`src/rtl/conv_rd_addr_gen.sv`:
```
// conv_rd_addr_gen: frame-level pixel read sequencer feeding the conv read bridge.
// Walks an IMG_W x IMG_H grid, issuing one pixel address at a time. It waits for
// the rising edge of the bridge's in_valid, then drops the address for exactly
// one cycle before moving to the next pixel. At the end of the frame it pulses
// frame_done.
module conv_rd_addr_gen #(
  parameter int unsigned IMG_W      = 32,
  parameter int unsigned IMG_H      = 32,
  parameter logic [27:0] PIX_STRIDE = 28'h040,
  parameter logic [27:0] ROW_PITCH  = 28'h800
) (
  input  logic        clk,
  input  logic        rst_n,
  input  logic        start,
  input  logic [27:0] base_addr,
  input  logic        conv_ready,
  input  logic        in_valid,
  output logic [27:0] rd_addr,
  output logic        addr_ena,
  output logic [9:0]  pix_x,
  output logic [9:0]  pix_y,
  output logic        busy,
  output logic        frame_done
);

  // Last column/row indices; the GAP cycle compares against these to decide
  // between a column step, a row step and end of frame.
  localparam logic [9:0] X_LAST = 10'(IMG_W - 1);
  localparam logic [9:0] Y_LAST = 10'(IMG_H - 1);

  typedef enum logic [2:0] {
    ST_IDLE  = 3'd0,
    ST_ISSUE = 3'd1,
    ST_WAIT  = 3'd2,
    ST_GAP   = 3'd3,
    ST_DONE  = 3'd4
  } state_t;

  state_t      state_r;
  state_t      state_s;
  logic [27:0] row_base_r;
  logic [27:0] row_base_s;
  logic [27:0] pix_ptr_r;
  logic [27:0] pix_ptr_s;
  logic [9:0]  pix_x_r;
  logic [9:0]  pix_x_s;
  logic [9:0]  pix_y_r;
  logic [9:0]  pix_y_s;
  logic        in_valid_q_r;
  logic        in_valid_rise_s;

  logic [27:0] rd_addr_s;
  logic        addr_ena_s;
  logic        busy_s;
  logic        frame_done_s;

  // A level-high in_valid counts only once, so completion is its rising edge.
  // The previous-cycle copy is kept in every state, which means a level that is
  // already high when WAIT is entered does not look like a new edge.
  assign in_valid_rise_s = in_valid & ~in_valid_q_r;

  // State, pointer and in_valid history registers.
  always_ff @(posedge clk or negedge rst_n) begin
    if (!rst_n) begin
      state_r      <= ST_IDLE;
      row_base_r   <= 28'h000_0000;
      pix_ptr_r    <= 28'h000_0000;
      pix_x_r      <= 10'd0;
      pix_y_r      <= 10'd0;
      in_valid_q_r <= 1'b0;
    end else begin
      state_r      <= state_s;
      row_base_r   <= row_base_s;
      pix_ptr_r    <= pix_ptr_s;
      pix_x_r      <= pix_x_s;
      pix_y_r      <= pix_y_s;
      in_valid_q_r <= in_valid;
    end
  end

  // Next-state, pointer-update and bridge-facing output decode.
  always_comb begin
    state_s      = state_r;
    row_base_s   = row_base_r;
    pix_ptr_s    = pix_ptr_r;
    pix_x_s      = pix_x_r;
    pix_y_s      = pix_y_r;
    rd_addr_s    = 28'h000_0000;
    addr_ena_s   = 1'b0;
    busy_s       = 1'b0;
    frame_done_s = 1'b0;

    case (state_r)
      ST_IDLE: begin
        if (start) begin
          row_base_s = base_addr;
          pix_ptr_s  = base_addr;
          pix_x_s    = 10'd0;
          pix_y_s    = 10'd0;
          state_s    = ST_ISSUE;
        end else begin
          state_s    = ST_IDLE;
        end
      end

      ST_ISSUE: begin
        busy_s = 1'b1;
        // The request goes out in the same cycle conv_ready is seen, so the
        // address appears without an extra cycle of latency.
        if (conv_ready) begin
          rd_addr_s  = pix_ptr_r;
          addr_ena_s = 1'b1;
          state_s    = ST_WAIT;
        end else begin
          state_s    = ST_ISSUE;
        end
      end

      ST_WAIT: begin
        // conv_ready is not looked at here: once a pixel is requested it
        // stays outstanding until the bridge reports it complete.
        busy_s     = 1'b1;
        rd_addr_s  = pix_ptr_r;
        addr_ena_s = 1'b1;
        if (in_valid_rise_s) begin
          state_s = ST_GAP;
        end else begin
          state_s = ST_WAIT;
        end
      end

      ST_GAP: begin
        // One idle cycle on the address lines lets the bridge clear its
        // address before the next pixel. The pointers advance here.
        busy_s = 1'b1;
        if (pix_x_r != X_LAST) begin
          pix_x_s   = pix_x_r + 10'd1;
          pix_ptr_s = pix_ptr_r + PIX_STRIDE;
          state_s   = ST_ISSUE;
        end else if (pix_y_r != Y_LAST) begin
          // Rows may be padded, so the next row starts from the previous
          // row base rather than from the end of the previous row.
          pix_x_s    = 10'd0;
          pix_y_s    = pix_y_r + 10'd1;
          row_base_s = row_base_r + ROW_PITCH;
          pix_ptr_s  = row_base_r + ROW_PITCH;
          state_s    = ST_ISSUE;
        end else begin
          // Last pixel: the coordinates stay on it until the next start.
          state_s = ST_DONE;
        end
      end

      ST_DONE: begin
        frame_done_s = 1'b1;
        state_s      = ST_IDLE;
      end

      default: begin
        state_s = ST_IDLE;
      end
    endcase
  end

  assign rd_addr    = rd_addr_s;
  assign addr_ena   = addr_ena_s;
  assign busy       = busy_s;
  assign frame_done = frame_done_s;
  assign pix_x      = pix_x_r;
  assign pix_y      = pix_y_r;

endmodule

```
`config.mk`:
```
export PLATFORM = sky130hd
export DESIGN_NAME = conv_rd_addr_gen
export DESIGN_NICKNAME = d
export VERILOG_FILES = /design/src/rtl/conv_rd_addr_gen.sv
export SDC_FILE = /design/constraint.sdc
export NUM_CORES = 1
export LEC_CHECK = 0
export ABC_CLOCK_PERIOD_IN_PS = 2400
export CELL_PAD_IN_SITES_DETAIL_PLACEMENT = 1
export CELL_PAD_IN_SITES_GLOBAL_PLACEMENT = 2
export CORE_ASPECT_RATIO = 1.2
export CORE_UTILIZATION = 32
export CTS_CLUSTER_SIZE = 10
export DETAILED_ROUTE_END_ITERATION = 10
export GPL_ROUTABILITY_DRIVEN = 0
export PLACE_DENSITY = 0.87
export SKIP_CTS_REPAIR_TIMING = 1
export SYNTH_ARGS = -nofsm -noshare
export SYNTH_HDL_FRONTEND = slang
export SYNTH_SLANG_ARGS = --single-unit
```
`constraint.sdc`:
```
create_clock -name clk -period 2.4 [get_ports clk]
set_input_delay 0.36 -clock clk [delete_from_list [all_inputs] [get_ports clk]]
set_output_delay 0.36 -clock clk [all_outputs]
set_load 0.02 [all_outputs]
```
==> qor.yml, run 1 <==
run_status: "completed"
vias: 5195
placed_area_sq_um: 6450
finalSetupViolCount: 0
p_leak_uw: 0.00324
synth_edf_count: 0
critical-path-top-delay-family: "simple AND/OR/NAND/NOR gates"
syn_to_final_growth_pct: 36.9
antenna_cells: 0
grt_max_degree: 53
maxCapViolations: 0
syn_inst: 591
post-route-drc-count: 0
holdCritPathClass: "in -> async"
cts_root_buf: "clkbuf_16"
synth_area_per_cell_sq_um: 8.55
cp_max_fo: 13
stdcell_area_sq_um: 6910
dp.cells: 895
ys_async_sr_fraction_pct: 100
hold_viol: 0
worstPathCellList: "or4_4, buf_4, or3_4, a21oi_4, buf_8, nor2_1, a211oi_1"
final_nets: 743
slew-limit-headroom_pct: 53.3
power.density_nw_per_um2: 1120
design.core.area_sq_um: 15200
register_area_sq_um: 2000
synth_warnings: 0
startpoint_type: "register"
path_clk_slew_ns: 0.06
io_pins: 84
layout.cells.non_filler: 914
finalCriticalPeriod_ns: 2.33
arrival_ns: 2.57
syn-num-nets: 628
setup_ws_ns: 0.0699
ir_drop_mv: 0.527
port_buffers: 83
fmax_mhz: 429
fin_worst_skew_ns: 0.00700
avgViaCountPerCell: 5.68
clock_sink_count: 80
clock_path_buffers: 2
synth.distinct_cells: 66
drt_pre_antenna_iters: 4
worstSetupPathType: "reg -> reg"
multi_input_area_sq_um: 2850
cpMaxStageDelayCell: "or4_4"
cpPeakStageDelay_ns: 0.55
fin_crit_sh_pct: 97.1
post_drt_wl_per_cell_microns: 19.9
drtIter0Drc: 269
synth_top_flop_cell: "dfrtp_1"
layout-drive-gt1-share_pct: 14.2
antenna_found_initial: 0
cp-end-kind: "register"
initial_core_util_pct: 33.2
h-tree-depth: 3
grt_pass1_wl_microns: 29200
report.final.slew_viol_count: 0
fillers: 1836
wirelength_microns: 18200
cts_tree: "done"
dp_hpwl_microns: 13200
crit_buf_inv: 2
grt_usage_pct: 23.3
worstMarginPinSlew_ns: 0.694
grt_pass1_vias: 5633
cts_made_buffers: 9
pre_cts_ws_ns: -0.138
fp-row-count: 49
ys_seq_area_share_pct: 39.6
fp.dieArea_sq_um: 16300
ant_nets: 0
gr-total-overflow: 0
die_h_microns: 140
synthesis.area_sq_um: 5050
required_ns: 2.64
die_w_microns: 117
ys_ff_latch: 80
insertion_delay_ns: 0.35
-- flip-flops by register name, summed over array words and instances (netlist names) --
signal and count:
pix_ptr_r 28, state_r 3, pix_y 10, pix_x 10
row_base_r 28, in_valid_q_r 1
-- routing by layer --
layer | global-route usage, % | part of all wire, %
met1 | 28.5 | 41
met2 | 40.8 | 51
met3 | 2.61 | 4.2
met4 | 10.1 | 3.3
met5 | 0 | 0
-- path summary, 6_finish.rpt --
kind	from	endpoint	slack [ns]	cells past startpoint
max	pix_y[7]	pix_ptr_r[13]	0.07	7
max in group asynchronous	rst_n	pix_ptr_r[20]	1.77	2
min reg2reg	row_base_r[6]	row_base_r[6]	0.48	2
min in group clk	row_base_r[6]	row_base_r[6]	0.48	2
min	rst_n	pix_y[3]	0.003	1
max reg2reg	pix_y[7]	pix_ptr_r[13]	0.07	7
-- kinds of logic (layout without fill, tap and decap cells) --
group | Yosys count | in the layout | share of synthesized area, %
and+or+nand+nor | 263 | 263 | 27.8
AOI/OAI and AO/OA | 156 | 157 | 20.0
DFF | 80 | 80 | 39.6
buffers and inverters | 50 | 168 | 4.73
xor gates and xnor gates | 30 | 30 | 5.20
muxes | 8 | 8 | 1.63
adders and majority gates | 4 | 4 | 0.991
-- synthesized netlist by cell type (all sizes together), types with 8 or more instances --
cell,n,area share [%]
xnor2,15,2.6
and2,32,4.0
nand2,70,5.2
o31ai,10,1.6
a21oi,36,3.9
dfrtp,80,40
nand4,22,2.7
o21ai,45,4.5
xor2,15,2.6
a31oi,19,2.4
nand3,19,1.9
nor3,13,1.4
nor4,12,1.9
or4,8,1.3
buf,19,2.4
and3,9,1.1
clkbuf,24,1.8
nor2,49,3.6
-- cell type report --
| class | count | share of cell area (%) |
|---|---|---|
| clock inverters | 2 | 0.543 |
| inverters | 7 | 0.380 |
| clock buffers | 13 | 3.91 |
| repair buffers | 146 | 21.2 |
| well taps | 204 | 3.69 |
| multi-input cells | 462 | 41.3 |
| flip-flops and latches | 80 | 29.0 |
-- metrics by stage --
stage               power, uW  hold WS, ns  setup TNS [ns]  utilization [%]
floorplan                4620       0.0644               0                -
global placement         6080        0.406           -2.03             42.5
detailed placement       6250        0.414           -3.45             42.5
CTS                      7740       0.0392           -6.67             44.5
global route             8240       0.0596        -0.00221             45.5
finish                   7730      0.00276               0             45.5
-- where the power goes --
part | switching [uW] | leakage [uW] | internal, uW
Combinational | 2130 | 0.00211 | 1670
Sequential | 630 | 0.000988 | 1850
Clock | 572 | 0.000148 | 887
Total | 3330 | 0.00324 | 4410
-- layout by cell type, fill, tap and decap left out, types with 4 or more instances in the layout --
master	Yosys	routed
and4_1	7	7
and2_1	32	32
a31oi_1	19	19
mux2i_1	6	6
a211oi_1	5	5
xor2_1	15	15
nand2b_1	5	5
nor4_1	10	10
o22ai_1	5	5
o21ai_0	40	39
clkbuf_16	0	9
buf_4	0	56
o21ai_1	4	4
nand2_1	70	69
nor3_1	12	12
nor2_1	49	49
a21oi_1	34	33
inv_1	7	7
dlymetal6s2s_1	0	29
clkdlybuf4s50_1	0	53
nand3_1	19	19
buf_12	0	7
o211ai_1	4	4
xnor2_1	15	15
a22oi_1	4	4
or3_1	7	6
nand4_1	22	22
and3_1	9	9
dfrtp_1	80	80
o31ai_1	9	9
or4_1	6	6
Power figures use the tool's default switching activity.
==> inputs of run 2 (changes only) <==
- ABC_CLOCK_PERIOD_IN_PS: 2400 -> unset
- CELL_PAD_IN_SITES_DETAIL_PLACEMENT: 1 -> 0
- CELL_PAD_IN_SITES_GLOBAL_PLACEMENT: 2 -> 1
- CORE_UTILIZATION: 32 -> 35
- PLACE_DENSITY: 0.87 -> 0.78
==> run 2 against run 1 <==
Against the previous run: the run now ends with DRC, hold timing left; sequential power barely moved; clock-buffer cell count fell by 3; clock skew rose by 0.0011 ns; core utilization rose by 2.6 points; critical endpoint is now row_base_r[25].
==> qor.yml, run 2 (synthesis results as in run 1) <==
run_status: "finished with violations"  # was completed
failed_checks: "DRC, hold timing"
die_h_microns: 134  # was 140 microns
required_ns: 2.63  # was 2.64 ns
drt_pre_antenna_iters: 7  # was 4
cts_made_buffers: 9  # unchanged
grt_pass1_vias: 4698  # was 5633
cts_tree: "done"  # unchanged
cpPeakStageDelay_ns: 0.58  # was 0.55 ns
grt_usage_pct: 21.1  # was 23.3%
ir_drop_mv: 0.588  # was 0.527 mV
design.core.area_sq_um: 13900  # was 15200 sq um
clock_path_buffers: 2  # unchanged
cp-end-kind: "register"  # unchanged
top_regs: "pix_ptr_r (28), row_base_r (28)"  # unchanged
antenna_found_initial: 0  # unchanged
crit_buf_inv: 1  # was 2
cts_root_buf: "clkbuf_16"  # unchanged
avgViaCountPerCell: 5.61  # was 5.68
ant_nets: 0  # unchanged
post_drt_wl_per_cell_microns: 18.0  # was 19.9 microns
report.final.slew_viol_count: 0  # unchanged
hold_viol: 31  # was 0
slew-limit-headroom_pct: 61.2  # was 53.3%
worstPathCellList: "or4_4, or3_1, a21oi_4, buf_4, nor2_1, o2bb2a_2"  # was or4_4, buf_4, or3_4, a21oi_4, buf_8, nor2_1, a211oi_1
fmax_mhz: 438  # was 429 MHz
rr_worst_depth: 6  # was 7
worstSetupPathType: "reg -> reg"  # unchanged
clock_sink_count: 80  # unchanged
io_pins: 84  # unchanged
gr-total-overflow: 0  # unchanged
antenna_cells: 0  # unchanged
finalSetupViolCount: 0  # unchanged
layout-drive-gt1-share_pct: 12.0  # was 14.2%
drtIter0Drc: 287  # was 269
grt_max_degree: 42  # was 53
die_w_microns: 112  # was 117 microns
fillers: 1332  # was 1836
fp-row-count: 47  # was 49
syn_to_final_growth_pct: 32.7  # was 36.9%
register_area_sq_um: 2000  # about the same
p_leak_uw: 0.00315  # was 0.00324 uW
cp_max_fo: 18  # was 13
cpMaxStageDelayCell: "or4_4"  # unchanged
finalPower_uw: 7550  # was 7730 uW
grt_pass1_wl_microns: 24700  # was 29200 microns
r2r-start: "pix_y[7]"  # unchanged
fp.dieArea_sq_um: 14900  # was 16300 sq um
insertion_delay_ns: 0.34  # was 0.35 ns
layout_common_cells: "dfrtp_1 (78), nand2_1 (70), clkdlybuf4s50_1 (53)"  # was dfrtp_1 (80), nand2_1 (69), buf_4 (56)
wirelength_microns: 15500  # was 18200 microns
final_nets: 723  # was 743
maxCapViolations: 0  # unchanged
h-tree-depth: 3  # unchanged
setup_ws_ns: 0.115  # was 0.0699 ns
pre_cts_ws_ns: -0.104  # was -0.138 ns
path_clk_slew_ns: 0.06  # about the same
fin_crit_sh_pct: 95.2  # was 97.1%
finalCriticalPeriod_ns: 2.29  # was 2.33 ns
regToRegEndpoint: "row_base_r[25]"  # was pix_ptr_r[13]
initial_core_util_pct: 36.2  # was 33.2%
ff2ff_setup_slack_ns: 0.11  # was 0.07 ns
layout_commonest_cell: "dfrtp_1"  # unchanged
vias: 4832  # was 5195
setup-tns-final_ns: 0  # unchanged
port_buffers: 83  # unchanged
holdCritPathClass: "in -> async"  # unchanged
startpoint_type: "register"  # unchanged
multi_input_area_sq_um: 2830  # was 2850 sq um
timing.hold.ws_ns: -0.0345  # was 0.00276 ns
arrival_ns: 2.51  # was 2.57 ns
post-route-drc-count: 8  # was 0
layout.cells.non_filler: 862  # was 914
dp_hpwl_microns: 11200  # was 13200 microns
power.density_nw_per_um2: 1130  # was 1120 nW/um^2
rsz0062_at_grt: "false"
worstMarginPinSlew_ns: 0.577  # was 0.694 ns
fin_worst_skew_ns: 0.00811  # was 0.00700 ns
dp.cells: 844  # was 895
critical-path-top-delay-family: "simple AND/OR/NAND/NOR gates"  # unchanged
## run 2: power breakdown
part | total (uW) | switching [uW] | internal [uW]
logic | 3570 | 1960 | 1610
registers | 2490 | 643 | 1850
clock network | 1490 | 555 | 934
## run 2: how the worst max path moves through the flow
stage	startpoint	end	slack, ns	depth (start not counted)
6_report	pix_y[7]	row_base_r[25]	0.11	6
5_1_grt	pix_y[1]	row_base_r[25]	0.03	7
4_1_cts	state_r[1]	rd_addr[8]	-0.22	5
3_5_place_dp	conv_ready	rd_addr[8]	-0.10	6
3_3_place_gp	conv_ready	rd_addr[0]	-0.06	6
2_1_floorplan	pix_y[5]	pix_ptr_r[19]	0.17	6
## run 2: worst reg2reg max path, delay by kind of cell (launching register included)
family                 cells  cell delay [ns]
buffers and inverters      1             0.26
AOI/OAI and AO/OA          2             0.48
DFF                        1             0.39
and+or+nand+nor            3             1.04
## run 2: per-layer routing
layer | share of wire, % | wire [microns] | global-route usage [%]
met1 | 45 | 6940 | 27.4
met4 | 1.6 | 242 | 6.31
met2 | 49 | 7640 | 35.9
met3 | 4.3 | 674 | 3.46
met5 | 0 | 0 | 0
## run 2: per-stage QoR
stage | instance area [sq um] | utilization (%)
after detailed placement | 6280 | 45.0
after global placement | 6280 | 45.0
final | 6700 | 48.1
after CTS | 6600 | 47.4
after global routing | 6700 | 48.1
after floorplan | 5050 | -
## run 2: cell type report
class / count / area share [%]
inverters: 7 / 0.392
well taps: 171 / 3.19
clock buffers: 10 / 3.56
flip-flops and latches: 80 / 29.9
clock inverters: 6 / 1.23
multi-input cells: 461 / 42.2
repair buffers: 127 / 19.5
==> inputs of run 3 (changes only) <==
- GPL_ROUTABILITY_DRIVEN: 0 -> unset
==> results of run 3 <==
No change in the layout: final DEF, timing and power equal those of run 2.
